File: src/rtl/spi_slave_if.sv
// spi_slave_if: SPI slave pins plus the parallel RAM-side word/response handshake.
// The frame_err signal exists only when SPI_SLAVE_FRAME_ERR_EN is defined.
interface spi_slave_if;
  logic       SS_n;
  logic       MOSI;
  logic       MISO;
  logic [9:0] rx_data;
  logic       rx_valid;
  logic [7:0] tx_data;
  logic       tx_valid;
`ifdef SPI_SLAVE_FRAME_ERR_EN
  logic       frame_err;
  modport slave (input SS_n, MOSI, tx_data, tx_valid, output MISO, rx_data, rx_valid, frame_err);
  modport master (output SS_n, MOSI, tx_data, tx_valid, input MISO, rx_data, rx_valid, frame_err);
`else
  modport slave (input SS_n, MOSI, tx_data, tx_valid, output MISO, rx_data, rx_valid);
  modport master (output SS_n, MOSI, tx_data, tx_valid, input MISO, rx_data, rx_valid);
`endif
endinterface

File: src/rtl/spi_slave.sv
// spi_slave: SPI slave that assembles 10-bit RAM words and shifts 8-bit read data back on MISO.
// Optional frame_err abort strobe is enabled by defining SPI_SLAVE_FRAME_ERR_EN.
module spi_slave (
  input logic       clk,
  input logic       rst_n,
  spi_slave_if.slave bus
);
  typedef enum logic [2:0] {IDLE = 3'd0, CHK_CMD = 3'd1, WRITE = 3'd2, READ_ADD = 3'd3, READ_DATA = 3'd4} state_t;
  state_t     state;
  logic [3:0] bit_cnt;
  logic [3:0] tx_cnt;
  logic [8:0] shreg;
  logic [7:0] tx_sh;
  logic       done;
  logic       tx_busy;
  logic       tx_done;
  logic       rd_addr_seen;
  logic       miso;
  logic [9:0] rx_data;
  logic       rx_valid;
  logic       frame_ok;
  logic       tx_wait;
  assign bus.MISO     = miso;
  assign bus.rx_data  = rx_data;
  assign bus.rx_valid = rx_valid;
  // a READ_DATA frame is only complete once its byte has been fully shifted out
  assign frame_ok = done && (state != READ_DATA || tx_done);
  // the response wait opens the cycle after the rx_valid strobe
  assign tx_wait  = state == READ_DATA && done && !rx_valid && !tx_busy && !tx_done;
`ifdef SPI_SLAVE_FRAME_ERR_EN
  logic frame_err;
  assign bus.frame_err = frame_err;
`endif
  always_ff @(posedge clk) begin
    if (rst_n) begin
      state        <= IDLE;
      bit_cnt      <= '0;
      tx_cnt       <= '0;
      shreg        <= '0;
      tx_sh        <= '0;
      done         <= 1'b0;
      tx_busy      <= 1'b0;
      tx_done      <= 1'b0;
      rd_addr_seen <= 1'b0;
      miso         <= 1'b0;
      rx_data      <= '0;
      rx_valid     <= 1'b0;
`ifdef SPI_SLAVE_FRAME_ERR_EN
      frame_err    <= 1'b0;
`endif
    end else begin
      rx_valid <= 1'b0;
`ifdef SPI_SLAVE_FRAME_ERR_EN
      frame_err <= 1'b0;
`endif
      if (state != IDLE && bus.SS_n) begin
        state   <= IDLE;
        bit_cnt <= '0;
        tx_cnt  <= '0;
        miso    <= 1'b0;
        done    <= 1'b0;
        tx_busy <= 1'b0;
        tx_done <= 1'b0;
`ifdef SPI_SLAVE_FRAME_ERR_EN
        frame_err <= !frame_ok;
`endif
      end else begin
        case (state)
          IDLE:    if (!bus.SS_n) state <= CHK_CMD;
          CHK_CMD: state <= bus.MOSI ? (rd_addr_seen ? READ_DATA : READ_ADD) : WRITE;
          default: begin
            if (!done) begin
              shreg   <= {shreg[7:0], bus.MOSI};
              bit_cnt <= bit_cnt == 4'd9 ? 4'd0 : bit_cnt + 4'd1;
              if (bit_cnt == 4'd9) begin
                done     <= 1'b1;
                rx_valid <= 1'b1;
                rx_data  <= {shreg, bus.MOSI};
                rd_addr_seen <= state == READ_ADD ? 1'b1 : state == READ_DATA ? 1'b0 : rd_addr_seen;
              end
            end else if (tx_busy) begin
              miso    <= tx_cnt == 4'd8 ? 1'b0 : tx_sh[7];
              tx_sh   <= {tx_sh[6:0], 1'b0};
              tx_cnt  <= tx_cnt == 4'd8 ? 4'd0 : tx_cnt + 4'd1;
              tx_busy <= tx_cnt != 4'd8;
              tx_done <= tx_cnt == 4'd8;
            end else if (tx_wait && bus.tx_valid) begin
              miso    <= bus.tx_data[7];
              tx_sh   <= {bus.tx_data[6:0], 1'b0};
              tx_cnt  <= 4'd1;
              tx_busy <= 1'b1;
            end
          end
        endcase
      end
    end
  end
endmodule

File: src/flat_wrapper.sv
// flat-port wrapper written by rule: the top's interface ports become plain ports
module spi_slave_flat 
  (clk, rst_n, bus_SS_n, bus_MOSI, bus_tx_data, bus_tx_valid, bus_MISO, bus_rx_data, bus_rx_valid);
  spi_slave_if bus_i ();
  input logic clk;
  input logic rst_n;
  input wire logic [$bits(bus_i.SS_n)-1:0] bus_SS_n;
  input wire logic [$bits(bus_i.MOSI)-1:0] bus_MOSI;
  input wire logic [$bits(bus_i.tx_data)-1:0] bus_tx_data;
  input wire logic [$bits(bus_i.tx_valid)-1:0] bus_tx_valid;
  output wire logic [$bits(bus_i.MISO)-1:0] bus_MISO;
  output wire logic [$bits(bus_i.rx_data)-1:0] bus_rx_data;
  output wire logic [$bits(bus_i.rx_valid)-1:0] bus_rx_valid;
  assign bus_i.SS_n = bus_SS_n;
  assign bus_i.MOSI = bus_MOSI;
  assign bus_i.tx_data = bus_tx_data;
  assign bus_i.tx_valid = bus_tx_valid;
  assign bus_MISO = bus_i.MISO;
  assign bus_rx_data = bus_i.rx_data;
  assign bus_rx_valid = bus_i.rx_valid;
  spi_slave u_core (.clk(clk), .rst_n(rst_n), .bus(bus_i));
endmodule
File: config.mk
export PLATFORM = sky130hd
export DESIGN_NAME = spi_slave_flat
export DESIGN_NICKNAME = d
export VERILOG_FILES = /design/src/rtl/spi_slave_if.sv /design/src/rtl/spi_slave.sv /design/src/flat_wrapper.sv
export SDC_FILE = /design/constraint.sdc
export NUM_CORES = 1
export LEC_CHECK = 0
export ABC_CLOCK_PERIOD_IN_PS = 1520
export BUFFER_PORTS_ARGS = -buffer_cell sky130_fd_sc_hd__buf_2
export CORE_MARGIN = 1.5
export CORE_UTILIZATION = 40
export CTS_CLUSTER_SIZE = 16
export DETAILED_ROUTE_END_ITERATION = 10
export HOLD_SLACK_MARGIN = 0.12
export PLACE_DENSITY_LB_ADDON = 0.3
export REMOVE_ABC_BUFFERS = 1
export SLEW_MARGIN = 20
export SYNTH_ARGS = -nofsm -noshare
export SYNTH_HDL_FRONTEND = slang
export SYNTH_SLANG_ARGS = --single-unit
File: constraint.sdc
create_clock -name clk -period 1.52 [get_ports clk]
set_input_delay 0.076 -clock clk [delete_from_list [all_inputs] [get_ports clk]]
set_output_delay 0.076 -clock clk [all_outputs]
set_load 0.005 [all_outputs]
==> metrics.csv, run 1 <==
metric;value;unit
synth_edf_count;0;
cp_slowest_stage_delay;410;ps
drt-initial-drc-count;76;
rr_worst_depth;4;
numClockSinks;43;
ir_drop;0.000580;V
cts-root-buf;clkbuf_8;
synth-seq-cells;43;
via_per_inst;5.18;
numPortBuffers;24;
required;1730;ps
path_class;reg -> reg;
grt_max_degree;16;
gp_congestion;0.771;
nNetsFinal;244;
swShare;23.9;%
finalInstanceArea;0.00224;mm2
p_leak;0.822;nW
synth_area;0.00187;mm2
clk_transition_reported_paths;80;ps
htreeDepth;2;
relSlewSlack;75.9;%
ys_warn_count;0;
synth_top_area_share;46.1;%
grt_pass1_wl;6090;um
p_comb_share;6.2;%
hold_slack;117;ps
cp_slowest_cell;nor4b_4;
min_period;1430;ps
final_util;50.7;%
finalCritPeriodShare;94.2;%
worstHoldPathCells;3;
die_h;71.3;um
power.density;887;mW/mm2
final_common_cell;dfxtp_1;
setup_slack;88.8;ps
synthFlopType;dfxtp_1;
rows;24;
max_clock_freq;699;MHz
synth.distinct_cells;44;
setup_viol;0;
route.detailed.drc;0;
crit_chain;nor4b_4 -> a21o_2 -> a21oi_1 -> a211oi_1;
cap_violations;0;
grt_use_total;14.8;%
hp-class;in -> reg;
die_x;71.3;um
synthArstFlopShare;0;%
rsz0062_at_grt;false;
core_area;0.00441;mm2
p_clk_share;36.2;%
seqPwrFrac;57.5;%
layout_common_cells;dfxtp_1, nor2_1, mux2i_1;
synth_area_leaders;dfxtp_1, mux2i_1, nor2_1;
antenna_left;0;
first_global_vias;1321;
cp-end-kind;flop;
reg2reg_from;u_core.bus.rx_valid$_SDFF_PP0_;
stdcell_count;282;
start_util;42.3;%
placed_area;0.00206;mm2
drive_gt1_share;23.0;%
cp-startpoint;u_core.bus.rx_valid$_SDFF_PP0_;
wl_per_cell;12.2;um
grt-ovfl-total;0;
diodes;0;
hold_viol_final;0;
pre_cts_ws;76.8;ps
fin_skew;3.78;ps
cts_made_buffers;5;
placed_cells;267;
netSwitchingPower;0.473;mW
netlist_instances;191;
cts_tree;yes;
critPathLaunchType;flop;
insertion_delay;290;ps
cts_setup_buffers;0;
wl;3440;um
min_from;bus_tx_data[4];
pin_count;25;
first_pass_iters;4;
die_area;0.00509;mm2
syn_to_final_growth;19.7;%
hpwl;2390;um
synth.avg_cell_area;9.78;um2
finalPower;1.98;mW
num_vias;1461;
antenna_found_initial;0;
r2r_slack;90;ps
fillCellCount;422;
tns;0;ps
arrival;1640;ps
cts.path.max_buffers;2;
yosysSeqAreaShare;46.1;%
outcome;complete, no violations;
intPower;1.51;mW
drv_slew;0;
critPathMaxFanout;8;
synth_top_area_cell;dfxtp_1;
worst_pin_slew;360;ps
-- logic make-up after synthesis --
| group | after synthesis | synth area share (%) |
|---|---|---|
| muxes | 26 | 13.9 |
| DFF | 43 | 46.1 |
| xor gates and xnor gates | 2 | 0.938 |
| buffers and inverters | 13 | 3.82 |
| and+or+nand+nor | 65 | 19.9 |
| AOI/OAI and AO/OA | 40 | 14.0 |
| adders and majority gates | 2 | 1.34 |
-- cells in the mapped netlist, drive strengths merged (2+ instances only) --
library cell / n
a31oi: 3
nand3: 4
mux2i: 26
dfxtp: 43
o21ai: 7
nand2b: 2
a211oi: 7
buf: 6
nand4bb: 2
a21oi: 14
nor3: 5
nor2: 35
clkbuf: 3
nand2: 6
ha: 2
inv: 4
o21bai: 2
nand4b: 2
-- path summary, 6_finish.rpt --
| check | end |
|---|---|
| max | u_core.tx_sh[2]$_SDFFE_PP0P_ |
| min | u_core.tx_sh[5]$_SDFFE_PP0P_ |
| max reg2reg | u_core.tx_sh[2]$_SDFFE_PP0P_ |
| min reg2reg | u_core.tx_sh[1]$_SDFFE_PP0P_ |
-- final cells by class --
class	instances	area (um2)	area share, %
Multi-Input combinational cell	135	943	42.2
Sequential cell	43	862	38.6
Timing Repair Buffer	40	262	11.7
Clock buffer	5	68.8	3.08
Tap cell	52	65.1	2.91
Clock inverter	3	20.0	0.895
Inverter	4	15.0	0.672
-- repair_timing --
item | in CTS | in global routing
hold buffers | 7 | 0
setup endpoints to repair | 0 | 10
resized for setup | 0 | 4
hold endpoints to repair | 13 | 0
-- worst max-delay path, delay by kind of cell, from the launching register on --
kind	cells	cell delay, ps
compound gates	3	580
simple gates	1	410
flops	1	360
-- state kept, by name, indices dropped and copies added, names as in the netlist --
name                 cells
u_core.tx_cnt            4
u_core.tx_busy           1
u_core.bus.rx_data      10
u_core.state             3
u_core.rd_addr_seen      1
u_core.bit_cnt           4
u_core.bus.MISO          1
u_core.bus.rx_valid      1
u_core.shreg             9
u_core.done              1
u_core.tx_sh             7
u_core.tx_done           1
-- power by group through the flow --
stage / sequential, mW / clock [mW] / combinational, mW
after floorplan: 1.17 / 0 / 0.0501
after global placement: 1.17 / 0 / 0.112
after detailed placement: 1.17 / 0 / 0.111
after CTS: 1.14 / 0.744 / 0.125
after global routing: 1.14 / 0.800 / 0.138
final: 1.14 / 0.719 / 0.124
-- routing by layer --
| layer | wire length, um | vias up | global-route usage [%] |
|---|---|---|---|
| li1 | - | 749 | - |
| met1 | 1780 | 669 | 21.0 |
| met2 | 1470 | 37 | 21.7 |
| met3 | 145 | 6 | 4.36 |
| met4 | 38 | 0 | 4.40 |
| met5 | 0 | - | 0 |
(Power assumes the default switching activity.)
==> run 2: changes to the inputs <==
CELL_PAD_IN_SITES_DETAIL_PLACEMENT = 1   (was not set)
CELL_PAD_IN_SITES_GLOBAL_PLACEMENT = 1   (was not set)
RECOVER_POWER = 100   (was not set)
==> metrics.csv, run 2 (synthesis results as in run 1) <==
metric;value;unit
wl;4390;um
power.density;904;mW/mm2
intPower;1.60;mW
drv_slew;0;
htreeDepth;2;
gp_congestion;0.809;
largest-register;u_core.bus.rx_data;
insertion_delay;290;ps
die_x;71.3;um
finalCritPeriodShare;95.5;%
p_clk_share;38.3;%
critPathLaunchType;flop;
antenna_found_initial;0;
cts.path.max_buffers;2;
drive_gt1_share;23.5;%
die_area;0.00509;mm2
required;1730;ps
start_util;42.3;%
tns;0;ps
fin_skew;8.82;ps
largest_reg_flops;10;
arrival;1660;ps
relSlewSlack;74.2;%
die_h;71.3;um
cp-end-kind;flop;
final_common_cell;dfxtp_1;
hold_viol_final;0;
grt_pass1_wl;7510;um
outcome;complete, no violations;
p_comb_share;6.1;%
first_pass_iters;4;
cap_violations;0;
fillCellCount;506;
pin_count;25;
wl_per_cell;15.6;um
hold_slack;118;ps
netSwitchingPower;0.453;mW
setup_viol;0;
rsz0062_at_grt;true;
grt-ovfl-total;0;
multi_input_area;972;um2
num_vias;1477;
cts_made_buffers;5;
swShare;22.0;%
grt_max_degree;18;
diodes;0;
grt_use_total;18.3;%
path_class;reg -> reg;
core_area;0.00441;mm2
route.detailed.drc;0;
setup_slack;68.6;ps
largestRegisters;u_core.bus.rx_data: 10 flops, u_core.shreg: 9 flops, u_core.tx_sh: 7 flops;
numClockSinks;43;
nNetsFinal;244;
layout_common_cells;dfxtp_1, nor2_1, mux2i_1;
ir_drop;0.000559;V
pre_cts_ws;38.8;ps
via_per_inst;5.24;
p_leak;0.818;nW
critPathMaxFanout;8;
cts-root-buf;clkbuf_8;
min_period;1450;ps
antenna_left;0;
first_global_vias;1597;
hpwl;3170;um
worst_pin_slew;386;ps
clk_transition_reported_paths;80;ps
numPortBuffers;24;
seq_area;865;um2
cts_tree;yes;
rows;24;
max_clock_freq;689;MHz
drt-initial-drc-count;53;
syn_to_final_growth;21.7;%
seqPwrFrac;55.6;%
hp-class;in -> reg;
finalPower;2.05;mW
[run 2: changes by cell type in the layout (fill, tap and decap cells not counted), moves of 2 or more]
cell	previous run	this run
clkinvlp_4	2	0
dfxtp_1	42	40
buf_4	8	11
dlygate4sd3_1	7	4
clkbuf_1	0	6
clkbuf_8	5	7
dfxtp_2	1	3
buf_2	24	19
[run 2: through the flow]
stage          instance area (um2)  utilization, %  cells
6_report                      2270            51.5    282
5_1_grt                       2270            51.5    282
4_1_cts                       2210            50.1    278
3_5_place_dp                  2070            46.9    266
3_3_place_gp                  2070            46.9    266
2_1_floorplan                 1810               -    182
[run 2: repair_timing]
action	4_1_cts	5_1_grt
buffers inserted	0	4
setup endpoints to repair	0	22
hold endpoints to repair	6	0
resized for setup	0	10
hold buffers	4	0
[run 2: area by class of cell]
class / count / share of cell area [%]
tap: 52 / 2.86
multi-input combinational: 135 / 42.8
sequential: 43 / 38.0
inverter: 4 / 0.660
timing repair buffer: 40 / 11.3
clock buffer: 8 / 4.40
[run 2: critical path, cell delays in order, from the launching register on]
cell and delay (ps):
dfxtp_1 370, nor4b_4 430, a21o_4 220, a21oi_1 90, a211oi_1 250
[run 2: per-layer routing]
metal	track usage (%)	up-vias	part of all wire [%]
li1	-	750	-
met1	22.0	702	44
met2	32.3	18	53
met3	4.50	7	2.2
met4	5.66	0	0.84
met5	0	-	0
[run 2: power groups by stage]
stage | Clock [mW] | Combinational, mW | Sequential [mW]
2_1_floorplan | 0 | 0.0501 | 1.17
3_3_place_gp | 0 | 0.107 | 1.17
3_5_place_dp | 0 | 0.112 | 1.17
4_1_cts | 0.814 | 0.122 | 1.14
5_1_grt | 0.861 | 0.138 | 1.14
6_report | 0.787 | 0.125 | 1.14
[run 2: worst paths after layout]
kind	depth (start not counted)	from	end	slack, ps
min reg2reg	2	u_core.tx_done$_SDFFE_PP0P_	u_core.tx_done$_SDFFE_PP0P_	500
max	4	u_core.tx_busy$_SDFFE_PP0P_	u_core.tx_sh[4]$_SDFFE_PP0P_	70
min	3	bus_tx_data[1]	u_core.tx_sh[2]$_SDFFE_PP0P_	120
max reg2reg	4	u_core.tx_busy$_SDFFE_PP0P_	u_core.tx_sh[4]$_SDFFE_PP0P_	70
==> run 3: changes to the inputs <==
CORE_UTILIZATION = 43   (was 40)
==> metrics.csv, run 3 (synthesis results as in run 1) <==
metric;value;unit
outcome;complete, no violations;
insertion_delay;300;ps
reg2reg_from;u_core.state[1]$_SDFFE_PP0P_;
tns;0;ps
power.density;896;mW/mm2
grt-ovfl-total;0;
hold_viol_final;0;
cts_tree;yes;
diodes;0;
num_vias;1517;
max_clock_freq;686;MHz
numPortBuffers;24;
cts-root-buf;clkbuf_8;
grt_use_total;19.6;%
largestRegisters;u_core.bus.rx_data: 10 flops, u_core.shreg: 9 flops, u_core.tx_sh: 7 flops;
wl_per_cell;15.5;um
relSlewSlack;69.8;%
hpwl;3110;um
critPathLaunchType;flop;
layout_common_cells;dfxtp_1, nor2_1, mux2i_1;
syn_to_final_growth;18.0;%
wl;4300;um
route.detailed.drc;0;
start_util;45.7;%
seqPwrFrac;57.9;%
fin_skew;6.08;ps
drt-initial-drc-count;34;
min_period;1460;ps
die_h;68.9;um
fillCellCount;476;
p_leak;0.776;nW
finalCritPeriodShare;95.9;%
path_class;reg -> reg;
intPower;1.51;mW
final_util;53.9;%
arrival;1640;ps
core_area;0.00409;mm2
swShare;23.8;%
numClockSinks;43;
p_comb_share;6.0;%
antenna_found_initial;0;
setup_viol;0;
hp-class;in -> reg;
cts.path.max_buffers;2;
rsz0062_at_grt;true;
grt_max_degree;18;
largest-register;u_core.bus.rx_data;
critPathMaxFanout;15;
nNetsFinal;241;
clk_transition_reported_paths;80;ps
largest_reg_flops;10;
first_pass_iters;4;
pin_count;25;
grt_pass1_wl;6820;um
first_global_vias;1553;
htreeDepth;2;
drv_slew;0;
drive_gt1_share;19.8;%
cp-end-kind;flop;
ir_drop;0.000568;V
die_x;68.9;um
rows;23;
final_common_cell;dfxtp_1;
gp_congestion;0.757;
min_from;rst_n;
via_per_inst;5.48;
netSwitchingPower;0.469;mW
die_area;0.00475;mm2
cap_violations;0;
antenna_left;0;
required;1710;ps
worst_pin_slew;451;ps
p_clk_share;36.1;%
cp-startpoint;u_core.state[1]$_SDFFE_PP0P_;
cts_made_buffers;5;
==> run 3: cell types whose count changed in the layout (fill, tap and decap cells not counted), sizes merged <==
cell,delta
clkinv,+1
clkinvlp,+1
clkbuf,+3
buf,-8
==> run 3: cell type report <==
cell class	instances	area (um2)	share of cell area (%)
Sequential cell	43	863	39.2
Multi-Input combinational cell	135	961	43.6
Tap cell	50	62.6	2.84
Timing Repair Buffer	37	216	9.82
Clock inverter	2	12.5	0.568
Inverter	4	15.0	0.681
Clock buffer	6	72.6	3.29
==> run 3: worst max-delay path, stage by stage (launching register included) <==
cell      delay, ps
dfxtp_1         380
buf_4           190
nor3_1          190
o21bai_1         80
buf_4           200
a211oi_1        310
==> run 3: path summary, 6_finish.rpt <==
kind / to / slack (ps) / cells past startpoint
setup / recovery: u_core.tx_cnt[0]$_SDFFE_PP0P_ / 60 / 5
hold / removal: u_core.bus.rx_data[9]$_SDFFE_PP0P_ / 130 / 2
setup reg to reg: u_core.tx_cnt[0]$_SDFFE_PP0P_ / 60 / 5
hold reg to reg: u_core.bus.rx_data[5]$_SDFFE_PP0P_ / 500 / 2
==> run 3: power groups by stage <==
stage / clock, mW / combinational [mW] / sequential (mW)
4_1_cts: 0.725 / 0.120 / 1.14
2_1_floorplan: 0 / 0.0501 / 1.17
6_report: 0.712 / 0.119 / 1.14
3_5_place_dp: 0 / 0.111 / 1.17
5_1_grt: 0.774 / 0.132 / 1.14
3_3_place_gp: 0 / 0.107 / 1.17
==> run 3: routing by layer <==
metal  global-route usage (%)  vias up  routed length [um]
met3                     5.03        8                 136
met2                     36.5       25                2290
met5                        0        -                   0
li1                         -      745                   -
met1                     21.1      739                1800
met4                     7.60        0                  72
==> run 3: through the flow <==
step	power (mW)	std cells	hold WS, ps	setup WS [ps]	instance area, um2
3_3_place_gp	1.27	263	363	144	2050
4_1_cts	1.99	275	134	20.6	2170
6_report	1.97	277	134	61.8	2200
3_5_place_dp	1.28	263	365	24.0	2050
2_1_floorplan	1.22	182	145	-111	1810
5_1_grt	2.05	277	142	-16.0	2200
==> run 3: repair_timing <==
item | CTS | global route
resized for setup | 1 | 6
endpoints found under the hold margin | 6 | 0
cloned | 0 | 0
buffers inserted | 0 | 2
setup endpoints to repair | 1 | 9
hold buffers | 4 | 0
